## config.mk

```make
export PLATFORM = sky130hd
export DESIGN_NAME = apb_arbiter
export DESIGN_NICKNAME = d
export VERILOG_FILES = /design/src/rtl/apb_pkg.sv /design/src/rtl/apb_arbiter_rr_picker.sv /design/src/rtl/apb_arbiter.sv
export SDC_FILE = /design/constraint.sdc
export NUM_CORES = 1
export LEC_CHECK = 0
export CAP_MARGIN = 20
export CORE_AREA = 3 3 196 198
export DETAILED_ROUTE_END_ITERATION = 8
export DIE_AREA = 0 0 199 201
export SLEW_MARGIN = 10
export SYNTH_ARGS = -nofsm -noshare
export SYNTH_HDL_FRONTEND = slang
export SYNTH_SLANG_ARGS = --single-unit
```

## constraint.sdc

```tcl
create_clock -name clk -period 2.05 [get_ports clk]
set_input_delay 0.205 -clock clk [delete_from_list [all_inputs] [get_ports clk]]
set_output_delay 0.205 -clock clk [all_outputs]
set_load 0.01 [all_outputs]
```

## src/rtl/apb_pkg.sv

```systemverilog
// Shared APB payload types and widths, plus the arbiter state encoding.
package apb_pkg;

  localparam int unsigned APB_ADDR_W = 32;
  localparam int unsigned APB_DATA_W = 32;

  typedef struct packed {
    logic [APB_ADDR_W-1:0] addr;
    logic                  write;
    logic [APB_DATA_W-1:0] wdata;
  } apb_req_t;

  typedef struct packed {
    logic [APB_DATA_W-1:0] rdata;
    logic                  slverr;
  } apb_resp_t;

  typedef enum logic [1:0] {
    ARB_IDLE,
    ARB_SETUP,
    ARB_ACCESS
  } apb_arb_state_e;

endpackage

```

## src/rtl/apb_arbiter_rr_picker.sv

```systemverilog
// Round-robin search: first set request at or above ptr, wrapping around.
module rr_picker #(
  parameter  int unsigned CPU_NB = 4,
  localparam int unsigned IDX_W  = (CPU_NB > 1) ? $clog2(CPU_NB) : 1
) (
  input  logic [CPU_NB-1:0] req,
  input  logic [IDX_W-1:0]  ptr,
  output logic              found,
  output logic [IDX_W-1:0]  idx
);

  always_comb begin
    found = 1'b0;
    idx   = '0;
    for (int unsigned k = 0; k < CPU_NB; k++) begin
      int unsigned j;
      j = (32'(ptr) + k) % CPU_NB;
      if (!found && req[IDX_W'(j)]) begin
        found = 1'b1;
        idx   = IDX_W'(j);
      end
    end
  end

endmodule

```

## src/rtl/apb_arbiter.sv

```systemverilog
// Round-robin arbiter sharing one APB subordinate among CPU_NB APB managers,
// one downstream SETUP/ACCESS transfer at a time.
module apb_arbiter
  import apb_pkg::*;
#(
  parameter  int unsigned CPU_NB = 4,
  localparam int unsigned IDX_W  = (CPU_NB > 1) ? $clog2(CPU_NB) : 1
) (
  input  logic               clk,
  input  logic               rst,
  input  apb_req_t           i_apb_m_req     [CPU_NB],
  input  logic [CPU_NB-1:0]  i_apb_m_psel,
  input  logic [CPU_NB-1:0]  i_apb_m_penable,
  output apb_resp_t          o_apb_m_resp    [CPU_NB],
  output logic [CPU_NB-1:0]  o_apb_m_pready,
  output apb_req_t           o_apb_s_req,
  output logic               o_apb_s_psel,
  output logic               o_apb_s_penable,
  input  apb_resp_t          i_apb_s_resp,
  input  logic               i_apb_s_pready,
  output logic [IDX_W-1:0]   o_grant_idx,
  output logic               o_busy
);

  apb_arb_state_e    state_q, state_d;
  logic [IDX_W-1:0]  grant_q, grant_d;
  logic [IDX_W-1:0]  ptr_q, ptr_d;

  logic              done;
  logic [IDX_W-1:0]  next_ptr;
  logic [CPU_NB-1:0] pick_req;
  logic [IDX_W-1:0]  pick_ptr;
  logic              pick_found;
  logic [IDX_W-1:0]  pick_idx;

  // On completion the finishing manager is masked out and the search restarts after it.
  assign done     = (state_q == ARB_ACCESS) && i_apb_s_pready;
  assign next_ptr = IDX_W'((32'(grant_q) + 32'd1) % CPU_NB);
  assign pick_req = i_apb_m_psel & ~(done ? (CPU_NB'(1) << grant_q) : '0);
  assign pick_ptr = done ? next_ptr : ptr_q;

  rr_picker #(.CPU_NB(CPU_NB)) u_picker (
    .req   (pick_req),
    .ptr   (pick_ptr),
    .found (pick_found),
    .idx   (pick_idx)
  );

  always_ff @(posedge clk or posedge rst) begin
    if (rst) begin
      state_q <= ARB_IDLE;
      grant_q <= '0;
      ptr_q   <= '0;
    end else begin
      state_q <= state_d;
      grant_q <= grant_d;
      ptr_q   <= ptr_d;
    end
  end

  always_comb begin
    state_d         = state_q;
    grant_d         = grant_q;
    ptr_d           = ptr_q;
    o_busy          = 1'b0;
    o_apb_s_psel    = 1'b0;
    o_apb_s_penable = 1'b0;
    case (state_q)
      ARB_IDLE: begin
        if (pick_found) begin
          grant_d = pick_idx;
          state_d = ARB_SETUP;
        end
      end
      ARB_SETUP: begin
        o_busy       = 1'b1;
        o_apb_s_psel = 1'b1;
        state_d      = ARB_ACCESS;
      end
      ARB_ACCESS: begin
        o_busy          = 1'b1;
        o_apb_s_psel    = 1'b1;
        o_apb_s_penable = 1'b1;
        if (i_apb_s_pready) begin
          ptr_d = next_ptr;
          if (pick_found) begin
            grant_d = pick_idx;
            state_d = ARB_SETUP;
          end else begin
            state_d = ARB_IDLE;
          end
        end
      end
      default: state_d = ARB_IDLE;
    endcase
  end

  // Response and pready reach only the granted manager; the rest sit in wait states.
  always_comb begin
    o_apb_s_req = (state_q != ARB_IDLE) ? i_apb_m_req[grant_q] : '0;
    for (int i = 0; i < int'(CPU_NB); i++) begin
      o_apb_m_resp[i]   = '0;
      o_apb_m_pready[i] = 1'b0;
      if (state_q == ARB_ACCESS && grant_q == IDX_W'(i)) begin
        o_apb_m_resp[i]   = i_apb_s_resp;
        o_apb_m_pready[i] = i_apb_s_pready && i_apb_m_psel[i] && i_apb_m_penable[i];
      end
    end
  end

  assign o_grant_idx = grant_q;

endmodule

```

# Word-level counts from Yosys, hierarchy flattened

Index checks and enable logic that the tools add are counted.

Magnitude comparators: 5
Bitwise gates (word level): 3
Reduce and logical (&&, ||, !) cells: 27
Eq/ne operators: 7
Shift-type cells: 1
Add/subtract/negate cells: 4
Mux-type cells: 39

Operator list:

| kind                | number |
|---|---|
| $mux 65             | 3 |
| $mux 33             | 4 |
| $bmux 65 s2         | 1 |
| $mux 2              | 9 |
| $logic_and 1x1->1   | 16 |
| $mux 1              | 15 |
| $lt 2x3->1 const B  | 4 |
| $bmux 1 s2          | 4 |
| $eq 2x2->1 const B  | 3 |
| $pmux 2 s3          | 1 |
| $reduce_and 2->1    | 3 |
| $add 2x1->2 const B | 2 |
| $add 2x2->2 const B | 2 |
| $and 4x4->4         | 1 |
| $eq 2x1->1 const B  | 2 |
| $logic_not 2->1     | 2 |
| $mux 4              | 1 |
| $ne 2x2->1 const B  | 2 |
| $not 4->4           | 1 |
| $pmux 2 s2          | 1 |
| $reduce_bool 2->1   | 2 |
| $shl 1x2->4 const A | 1 |
| $ge 3x3->1 const B  | 1 |
| $logic_not 1->1     | 3 |
| other kinds (2)     | 2 |

Flip-flop bits (word level): 6
Output and inout port bits: 206

# Logic depth before layout (Yosys ltp)

Gate-level depths: netlist of run 1.

Depth after elaboration: 20
Depth in mapped cells: 9

# Cells and area by module

From an unflattened synthesis of run 1, not the netlist that was laid out.

Cells, all modules: 381
Area total of the unflattened synthesis: 3545.9 µm²

Modules (own cells, without submodules):

| module      | times used | cells an instance | sequential area each (µm²) | area an instance (µm²) |
|---|---|---|---|---|
| apb_arbiter | 1          | 366               | 150.1                      | 3468.3 |
| rr_picker   | 1          | 15                | 0.0                        | 77.6 |

# Worst setup path before layout of run 1

OpenSTA, ideal clock, no wires.

Path kind: flip-flop to flip-flop
From: register grant_q[1] (netlist: o_grant_idx[1])
To: register grant_q[0] (netlist: o_grant_idx[0])
Cell stages (with the launch flop): 10
Library setup time: 0.104 ns
Path slack: -0.056 ns
Data arrival time: 2.002 ns
Path buffers: 2
Path through: dfrtp_1 > buf_2 > buf_2 > inv_1 > ha_1 > and2_1 > a21boi_0 > mux2_1 > nor2_1 > o41ai_2

Longest elaborated chain between the ends: 19
Elaborated cells between the ends (all ways): 34
Classes of those cells: 4 x add/sub; 1 x shift; 21 x mux; 2 x bitwise; 6 x reduce/logical

RTL lines:

| item                                                                 | RTL line                             | text |
|---|---|---|
| start, declared                                                      | apb_arbiter.sv:26                    | `logic [IDX_W-1:0] grant_q, grant_d;` |
| start signal, assigned                                               | apb_arbiter.sv:56                    | `grant_q <= grant_d;` |
| parallel branches: the longest is 16 deep, another holds $add 2x1->2 | -                                    |  |
| $mux 2 (*)                                                           | apb_arbiter.sv:70, apb_arbiter.sv:86 |  |
| $mux 2                                                               | apb_arbiter.sv:84                    | `if (i_apb_s_pready) begin` |
| $pmux 2 s2 (*)                                                       | apb_arbiter.sv:68                    | `case (state_q)` |

Every way passes the cells marked *. The select of a mux whose other input is x is not followed.
A chain may end at the register's enable or synchronous reset.

==> results.json, run 1 <==
{
  "ys_seq_area_share_pct": 4.269,
  "yosys.area.top_type": "mux4_2",
  "first_iter_violations": 230,
  "postCtsHoldBufs": 0,
  "crit_path_end_kind": "output pin",
  "crit_path_start_kind": "register",
  "status": "complete, but fails checks",
  "numCtsBuffers": 3,
  "syn-cell-area_um2": 3517,
  "skew_ns": 0.003417,
  "pin_count": 510,
  "drv_cap": 0,
  "setup_viol": 45,
  "total_power_mw": 10.35,
  "synth_seq_cells": 6,
  "fin_util_pct": 27.19,
  "vias": 5615,
  "firstDrtPassIters": 5,
  "path_clk_slew_ns": 0.04,
  "arrival_ns": 1.94,
  "reg2reg_setup_slack_ns": 0.07,
  "htreeDepth": 1,
  "cts-root-buf": "clkbuf_16",
  "power_density_nw_per_um2": 1037,
  "post-route-drc-count": 0,
  "fillers": 3932,
  "yosysUniqueCellTypes": 35,
  "synthToLayoutAreaGrowth_pct": 183.7,
  "netlist_instances": 378,
  "grtUsageTotal_pct": 13.27,
  "detail-route-antenna-nets": 0,
  "yosysWarnings": 0,
  "p_leak_nw": 4.673,
  "crit_fanout": 8,
  "hold_viol_final": 0,
  "dieWidth_um": 199,
  "post_dp_cell_area_um2": 9455,
  "io_buffer_count": 509,
  "final_area_um2": 9977,
  "vdd_drop_max_v": 0.0004149,
  "p_int_mw": 5.850,
  "min_period_ns": 2.142,
  "drt-wirelength-per-cell_um": 21.08,
  "fmaxAchievable_mhz": 466.8,
  "grt_pass1_wl_mm": 40.12,
  "p_switching_mw": 4.498,
  "overflow": 0,
  "fin_setup_tns_ns": -1.628,
  "critPathKind": "reg -> out",
  "die_y_um": 201,
  "grt_max_degree": 36,
  "clock_power_share_pct": 3.2,
  "rows": 70,
  "p_seq_share_pct": 2.5,
  "netlist_top_cells_area": "mux4_2, and3_1, nor2b_1, dfrtp_1, clkbuf_1",
  "place_worst_setup_slack_ns": -0.1677,
  "final_nets": 1237,
  "grt_setup_unrepaired": "true",
  "antenna_found_initial": 3,
  "initial_core_util_pct": 9.584,
  "grt_pass1_vias": 6205,
  "fp.coreArea_um2": 36700,
  "yosysTopAreaCellShare_pct": 41.62,
  "vias_per_cell": 4.031,
  "syn_area_per_cell_um2": 9.305,
  "finalWorstSetupSlack_ns": -0.09243,
  "worstPathRequired_ns": 1.85,
  "maxSlewHeadroom_pct": 68.38,
  "cts_tree": "built",
  "clk_path_buf_depth": 2,
  "p_sw_share_pct": 43.47,
  "tightest_slew_ns": 0.4728,
  "gp_congestion": 0.8731,
  "clk_latency_ns": 0.23,
  "drive_above_1_share_pct": 33.87,
  "syn_nets": 690,
  "drv_slew": 0,
  "hpwl_mm": 22.94,
  "clock-sinks": 6,
  "dieArea_um2": 40000,
  "wl_mm": 29.36,
  "violations": "negative setup slack",
  "min_path_type": "in -> async",
  "p_comb_share_pct": 94.4,
  "min_period_over_period_pct": 104.5
}
[power groups by stage]
| stage | sequential (mW) | clock, mW | combinational [mW] |
|---|---|---|---|
| after global placement | 0.242 | 0 | 8.54 |
| after CTS | 0.255 | 0.335 | 9.07 |
| after global routing | 0.262 | 0.343 | 10.4 |
| after floorplan | 0.231 | 0 | 3.99 |
| after detailed placement | 0.244 | 0 | 8.56 |
| final | 0.254 | 0.327 | 9.77 |
[registers in the layout, indices dropped and copies added (netlist names)]
register,flops
o_grant_idx,2
ptr_q,2
state_q,2
[critical path: stages, from the launching register on]
cell and delay (ns):
dfrtp_4 0.43, buf_12 0.16, buf_4 0.15, mux4_2 0.51, nor2b_1 0.15, dlygate4sd2_1 0.29
[layout make-up]
class                   count  area [µm²]  area share [%]
repair buffers            593        5751           57.64
multi-input cells         313        3367           33.75
well taps                 468       585.6           5.869
clock buffers               4       78.83          0.7901
diodes                      1       2.502         0.02508
flip-flops and latches      6       157.7           1.580
inverters                   8       35.03          0.3511
[cells in the mapped netlist (all sizes together)]
| cell | n |
|---|---|
| nand2b | 1 |
| a21oi | 2 |
| o31ai | 1 |
| ha | 8 |
| and3 | 132 |
| nor2 | 4 |
| nand2 | 12 |
| and4 | 1 |
| a21boi | 1 |
| nand3 | 5 |
| o21ai | 2 |
| nor2b | 66 |
| inv | 8 |
| o41ai | 1 |
| or2 | 1 |
| buf | 17 |
| dfrtp | 6 |
| a32o | 1 |
| and2 | 2 |
| a41oi | 1 |
| mux2 | 2 |
| a2bb2oi | 1 |
| a22oi | 1 |
| o22ai | 1 |
| mux2i | 1 |
| a221oi | 1 |
| mux4 | 65 |
| clkbuf | 34 |
[placed cells by master, fill, tap and decap left out, types with 7 or more instances in the layout]
cell type	synthesis	final
and3_1	132	130
buf_12	0	16
buf_2	7	31
buf_4	2	43
buf_6	6	34
clkbuf_2	0	49
clkdlybuf4s15_1	0	39
clkdlybuf4s15_2	0	7
clkdlybuf4s50_1	0	307
dlygate4sd2_1	0	53
mux4_2	65	65
nand2_1	11	8
nor2b_1	66	44
nor2b_4	0	20
[cell families (layout without fill, tap and decap cells)]
logic type | Yosys count | in the layout | share of synthesized area, %
muxes | 68 | 68 | 43.01
adders and majority gates | 8 | 8 | 2.846
other | 0 | 1 | 0
AOI/OAI and AO/OA | 13 | 13 | 3.167
buffers and inverters | 59 | 605 | 8.040
and+or+nand+nor | 224 | 224 | 38.67
DFF | 6 | 6 | 4.269
[final timing paths]
| kind | end | start | depth (start not counted) |
|---|---|---|---|
| worst max-delay path | o_apb_s_req[21] | o_grant_idx[0] | 5 |
| worst max register to register | o_grant_idx[1] | state_q[1] | 8 |
| worst min-delay path | o_grant_idx[1] | rst | 2 |
| worst min register to register | ptr_q[0] | ptr_q[0] | 1 |
| max in group asynchronous | o_grant_idx[0] | rst | 2 |
| min in group clk | ptr_q[0] | ptr_q[0] | 1 |
[per-stage QoR]
step                hold WS [ns]  std cells
global route              0.3183       1392
CTS                       0.2983       1377
floorplan              -0.004109        378
detailed placement        0.5072       1350
global placement          0.5182       1350
finish                    0.2640       1393
[per-layer routing]
layer | vias to the layer above | part of all wire, % | GRT usage [%]
met1 | 2672 | 37 | 14.36
li1 | 2539 | - | -
met3 | 31 | 9.8 | 3.306
met2 | 371 | 52 | 26.20
met4 | 2 | 1.4 | 1.757
met5 | - | 0.024 | 0
[what timing repair did]
| action | CTS | global route |
|---|---|---|
| resized for setup | 400 | 206 |
| cloned | 8 | 1 |
| pin swaps | 5 | 7 |
| setup buffers | 15 | 17 |
| setup endpoints to repair | 205 | 156 |
Note: power is estimated with default switching activity, not from simulation.
==> run 2: changes to the inputs <==
--- a/config.mk
+++ b/config.mk
@@ -12,4 +12,5 @@
 export SLEW_MARGIN = 10
 export SYNTH_ARGS = -nofsm -noshare
 export SYNTH_HDL_FRONTEND = slang
+export SYNTH_HIERARCHICAL = 1
 export SYNTH_SLANG_ARGS = --single-unit
==> constraint.sdc (replaced) <==
create_clock -name clk -period 2.3 [get_ports clk]
set_input_delay 0.23 -clock clk [delete_from_list [all_inputs] [get_ports clk]]
set_output_delay 0.23 -clock clk [all_outputs]
set_load 0.01 [all_outputs]
==> run 2 against run 1 <==
Sequential cell count is the same. Routed wire length grew 3.3%. Global-route usage grew 0.14 points. The flow now finishes without violations. Hold slack lost 0.036 ns. Critical path depth grew 1. Highest routed layer unchanged. Sequential share of layout area grew 0.060 points. Via count shrank 1.5%. First-iteration DRC count grew 26%. Register-to-register slack gained 0.02 ns. Setup slack gained 0.14 ns. Synthesized area grew 0.82%. Combinational power shrank 23%.
==> results.json, run 2 <==
{
  "status": "complete, no violations",
  "vias_per_cell": 4.080,
  "ys_seq_area_share_pct": 4.234,
  "crit_fanout": 6,
  "netlist_top_cells_area": "mux4_2, and3_1, and2_1, dfrtp_1, clkbuf_1",
  "layout_commonest_cell": "clkdlybuf4s50_1",
  "synth-edff-count": 0,
  "crit_path_start_kind": "register",
  "skew_ns": 0.004131,
  "yosys.area.top_type": "mux4_2",
  "yosysTopAreaCellShare_pct": 41.28,
  "clock-sinks": 6,
  "yosysWarnings": 6,
  "yosysUniqueCellTypes": 27,
  "reg2reg_from": "o_grant_idx[0]",
  "worstReg2RegEnd": "state_q[1]",
  "pin_count": 510,
  "htreeDepth": 1,
  "clk_path_buf_depth": 2,
  "overflow": 0,
  "fmaxAchievable_mhz": 443.4,
  "syn_nets": 694,
  "gp_congestion": 0.8726,
  "tightest_slew_ns": 0.2634,
  "post_dp_cell_area_um2": 9324,
  "drv_slew": 0,
  "postCtsHoldBufs": 0,
  "syn-cell-area_um2": 3546,
  "worstPathRequired_ns": 2.07,
  "synthToLayoutAreaGrowth_pct": 171.1,
  "r2r_cells": 9,
  "grt_max_degree": 68,
  "p_switching_mw": 3.634,
  "yosysMostFrequentCell": "and3_1",
  "drv_cap": 0,
  "fillers": 3918,
  "drive_above_1_share_pct": 16.40,
  "firstDrtPassIters": 5,
  "min_path_type": "in -> async",
  "synth_flop_cell": "dfrtp_1",
  "min_period_ns": 2.255,
  "dieWidth_um": 199,
  "drt-wirelength-per-cell_um": 22.37,
  "finalWorstSetupSlack_ns": 0.04490,
  "dp.cells": 1333,
  "crit_path_end_kind": "output pin",
  "clock_power_share_pct": 3.8,
  "place_worst_setup_slack_ns": -0.01969,
  "grt_pass1_vias": 5854,
  "final-instance-count-excl-fill": 1356,
  "io_buffer_count": 509,
  "syn_area_per_cell_um2": 9.307,
  "wl_mm": 30.34,
  "min_period_over_period_pct": 98.05,
  "p_sw_share_pct": 45.09,
  "vias": 5533,
  "multi_input_area_um2": 3151,
  "path_clk_slew_ns": 0.04,
  "synthTopCellsByCount": "and3_1, and2_1, mux4_2",
  "final_area_um2": 9614,
  "cts-root-buf": "clkbuf_16",
  "p_seq_share_pct": 2.8,
  "post-route-drc-count": 0,
  "cts_tree": "built",
  "p_comb_share_pct": 93.4,
  "die_y_um": 201,
  "hold_viol_final": 0,
  "maxSlewHeadroom_pct": 82.42,
  "dieArea_um2": 40000,
  "mostFrequentLayoutCells": "clkdlybuf4s50_1, and3_1, dlygate4sd2_1",
  "grt_pass1_wl_mm": 40.16,
  "synth_seq_cells": 6,
  "rows": 70,
  "critPathKind": "reg -> out",
  "async_flop_share_pct": 100.0,
  "hold_ws_ns": 0.2282,
  "detail-route-antenna-nets": 0,
  "fp.coreArea_um2": 36700,
  "power_density_nw_per_um2": 838.1,
  "final-seq-area_um2": 157.7,
  "p_leak_nw": 4.974,
  "numCtsBuffers": 3,
  "setup_viol": 0,
  "vdd_drop_max_v": 0.0003563,
  "p_int_mw": 4.424,
  "arrival_ns": 2.03,
  "final_nets": 1198,
  "initial_core_util_pct": 9.662,
  "grtUsageTotal_pct": 13.41,
  "reg2reg_setup_slack_ns": 0.09,
  "clk_latency_ns": 0.24,
  "first_iter_violations": 290,
  "netlist_instances": 381,
  "hpwl_mm": 24.87,
  "antenna_found_initial": 7
}
[run 2: cell types whose count changed in the layout (fill, tap and decap cells not counted), sizes merged, moves of 3 or more]
cell,before,now
dlygate4sd2,53,129
nand2,12,5
nor2b,66,0
clkbuf,54,18
mux2,2,7
clkdlybuf4s15,46,2
clkdlybuf4s50,307,336
diode,1,4
and2,2,67
buf,132,39
inv,8,12
dlymetal6s2s,2,31
bufbuf,3,0
[run 2: worst max path at each step]
stage | slack, ns | start | to
floorplan | 0.02 | o_grant_idx[1] | o_grant_idx[0]
global placement | -0.04 | o_grant_idx[0] | o_apb_s_req[3]
detailed placement | -0.02 | o_grant_idx[0] | o_apb_s_req[3]
CTS | 0.004 | o_grant_idx[0] | o_apb_s_req[36]
global route | -0.01 | o_grant_idx[0] | state_q[1]
finish | 0.04 | o_grant_idx[0] | o_apb_s_req[64]
[run 2: worst max-delay path: stages (launching register included)]
cell and delay, ns:
dfrtp_4 0.49, buf_12 0.16, buf_12 0.14, buf_12 0.12, mux4_2 0.43, and2_1 0.17
clkdlybuf4s15_2 0.25
[run 2: final cells by class]
| class | count | area share, % |
|---|---|---|
| diodes | 4 | 0.1041 |
| multi-input cells | 311 | 32.77 |
| flip-flops and latches | 6 | 1.640 |
| well taps | 468 | 6.091 |
| clock buffers | 4 | 0.8199 |
| repair buffers | 551 | 58.11 |
| inverters | 12 | 0.4685 |
[run 2: logic make-up (layout without fill, tap and decap cells)]
kind of cell             Yosys count  after routing  share of synthesized area [%]
buffers and inverters             64            567                          9.103
other                              0              4                              0
multiplexers                      73             73                          43.79
AO/OA/AOI/OAI                     13             13                          2.470
flip-flops                         6              6                          4.234
AND/OR/NAND/NOR                  216            216                          37.23
adder cells (fa/ha/maj)            9              9                          3.176
[run 2: through the flow]
stage	TNS [ns]	utilization (%)	power [mW]
global placement	-0.1163	25.41	7.777
CTS	0	25.63	7.874
detailed placement	-0.01969	25.41	7.739
global route	-0.01813	26.17	8.586
finish	0	26.20	8.058
floorplan	0	-	3.876
[run 2: power by group through the flow]
stage | clock [mW] | sequential (mW) | combinational (mW)
global placement | 0 | 0.265 | 7.51
finish | 0.304 | 0.228 | 7.53
CTS | 0.308 | 0.220 | 7.35
detailed placement | 0 | 0.266 | 7.47
floorplan | 0 | 0.208 | 3.67
global route | 0.310 | 0.239 | 8.04
[run 2: metal layers]
metal | vias to the layer above | track usage, % | share of wire, %
li1 | 2462 | - | -
met1 | 2649 | 15.04 | 37
met2 | 395 | 24.83 | 51
met3 | 21 | 4.549 | 11
met4 | 6 | 2.083 | 1.3
met5 | - | 0 | 0.11
[run 2: what timing repair did]
| item | in CTS | in global routing |
|---|---|---|
| buffers inserted | 7 | 3 |
| endpoints found under the setup margin | 194 | 63 |
| resized for setup | 169 | 51 |
| pin swaps | 0 | 1 |
| cloned | 1 | 4 |
==> run 3: changes to the inputs <==
--- a/config.mk
+++ b/config.mk
@@ -9,6 +9,8 @@
 export CORE_AREA = 3 3 196 198
 export DETAILED_ROUTE_END_ITERATION = 8
 export DIE_AREA = 0 0 199 201
+export HOLD_SLACK_MARGIN = 0.12
+export REMOVE_ABC_BUFFERS = 1
 export SLEW_MARGIN = 10
 export SYNTH_ARGS = -nofsm -noshare
 export SYNTH_HDL_FRONTEND = slang
==> run 3 against run 2 <==
The run now ends with negative setup slack left. Sequential power rose by 3%. Via count rose by 2.4%. Final cell count rose by 0.59%. Sequential share of layout area barely moved. Count of clock-buffer cells in the layout fell by 1. Maximum frequency fell by 2.5%. Non-clock buffer count rose by 8. Largest cell class unchanged.
==> results.json, run 3 (synthesized netlist as in run 2, its figures left out) <==
{
  "status": "complete, but fails checks",
  "violations": "negative setup slack",
  "path_buf_inv": 3,
  "vias": 5667,
  "clk_latency_ns": 0.23,
  "crit_path_end_kind": "output pin",
  "grtUsageTotal_pct": 14.93,
  "fin_setup_tns_ns": -0.01370,
  "worstPathRequired_ns": 2.07,
  "min_path_type": "in -> async",
  "dieWidth_um": 199,
  "post-route-drc-count": 0,
  "drive_above_1_share_pct": 17.28,
  "fillers": 3888,
  "overflow": 0,
  "clock-sinks": 6,
  "fmaxAchievable_mhz": 432.2,
  "cts-root-buf": "clkbuf_16",
  "slowest_delay_ns": 0.48,
  "hpwl_mm": 26.48,
  "detail-route-antenna-nets": 0,
  "cpMaxStageDelayCell": "mux4_2",
  "vias_per_cell": 4.155,
  "die_y_um": 201,
  "final_nets": 1206,
  "grt_pass1_wl_mm": 44.13,
  "synthToLayoutAreaGrowth_pct": 177.1,
  "grt_max_degree": 66,
  "min_period_ns": 2.314,
  "drv_slew": 0,
  "wl_mm": 33.27,
  "grt_pass1_vias": 6197,
  "drv_cap": 0,
  "gp_congestion": 0.9393,
  "critPathKind": "reg -> out",
  "firstDrtPassIters": 6,
  "hold_ws_ns": 0.2338,
  "hold_viol_final": 0,
  "grt_setup_unrepaired": "true",
  "power_density_nw_per_um2": 873.1,
  "maxSlewHeadroom_pct": 79.01,
  "p_leak_nw": 4.989,
  "finalWorstSetupSlack_ns": -0.01370,
  "rows": 70,
  "numCtsBuffers": 3,
  "mostFrequentLayoutCells": "clkdlybuf4s50_1, and3_1, dlygate4sd2_1",
  "skew_ns": 0.004122,
  "post_dp_cell_area_um2": 9329,
  "final_area_um2": 9826,
  "path_clk_slew_ns": 0.04,
  "first_iter_violations": 258,
  "min_period_over_period_pct": 100.6,
  "critPathTopFamily": "buffers and inverters",
  "layout_commonest_cell": "clkdlybuf4s50_1",
  "antenna_found_initial": 11,
  "fp.coreArea_um2": 36700,
  "vdd_drop_max_v": 0.0004680,
  "cts_tree": "built",
  "drt-wirelength-per-cell_um": 24.39,
  "tightest_slew_ns": 0.3121,
  "cp_cell_sequence": "buf_6 -> buf_4 -> mux4_2 -> and2_1 -> clkdlybuf4s50_1",
  "reg2reg_from": "o_grant_idx[0]",
  "postCtsHoldBufs": 0,
  "setup_viol": 1,
  "crit_path_start_kind": "register",
  "dieArea_um2": 40000,
  "initial_core_util_pct": 9.662,
  "crit_fanout": 7,
  "crit_start": "o_grant_idx[0]",
  "pin_count": 510,
  "htreeDepth": 1,
  "clk_path_buf_depth": 2,
  "arrival_ns": 2.08,
  "io_buffer_count": 509
}
[run 3: worst paths after layout]
check	endpoint	slack [ns]	cells past startpoint
max in group asynchronous	o_grant_idx[1]	1.84	2
worst min-delay path	state_q[0]	0.23	2
min in group clk	ptr_q[1]	0.50	1
worst max register to register	state_q[1]	0.16	9
worst max-delay path	o_apb_s_req[33]	-0.01	5
worst min register to register	ptr_q[1]	0.50	1
[run 3: where the power goes]
part,internal [mW],switching (mW)
combinational,4.38,3.69
clock,0.223,0.0552
sequential,0.173,0.0628
[run 3: worst register-to-register path, cell delays in order (launching register included)]
cell and delay (ns):
dfrtp_4 0.48, buf_6 0.16, inv_2 0.11, ha_4 0.19, nand3_1 0.10, and2_1 0.21
inv_1 0.09, nand3_1 0.15, o22ai_1 0.18, mux2_2 0.35
[run 3: cell type report]
class	instances	area (µm²)	area share [%]
Antenna cell	5	12.51	0.1273
Clock buffer	3	75.07	0.7640
Inverter	12	45.04	0.4584
Multi-Input combinational cell	311	3124	31.80
Sequential cell	6	158.9	1.617
Tap cell	468	585.6	5.960
Timing Repair Buffer	559	5824	59.28
[run 3: metrics by stage]
stage | std cells | utilization, % | power [mW] | setup slack [ns]
3_3_place_gp | 1335 | 25.42 | 7.775 | -0.01973
2_1_floorplan | 329 | - | 3.639 | -2.351
3_5_place_dp | 1335 | 25.42 | 7.778 | -0.03192
4_1_cts | 1351 | 26.12 | 8.362 | -0.05409
5_1_grt | 1362 | 26.76 | 9.103 | -0.07158
6_report | 1364 | 26.77 | 8.578 | -0.01370
[run 3: per-layer routing]
metal  vias to the layer above  share of wire (%)  GRT usage (%)
met1                      2752                 38          17.70
met5                         -               0.29              0
met3                        35                 11          5.102
met4                        14                1.9          2.560
met2                       382                 49          26.34
li1                       2484                  -              -
[run 3: what timing repair did]
action / CTS / global route
setup buffers: 9 / 5
cloned: 4 / 3
gates resized for setup: 123 / 71
pin swaps: 1 / 1
endpoints found under the setup margin: 183 / 98
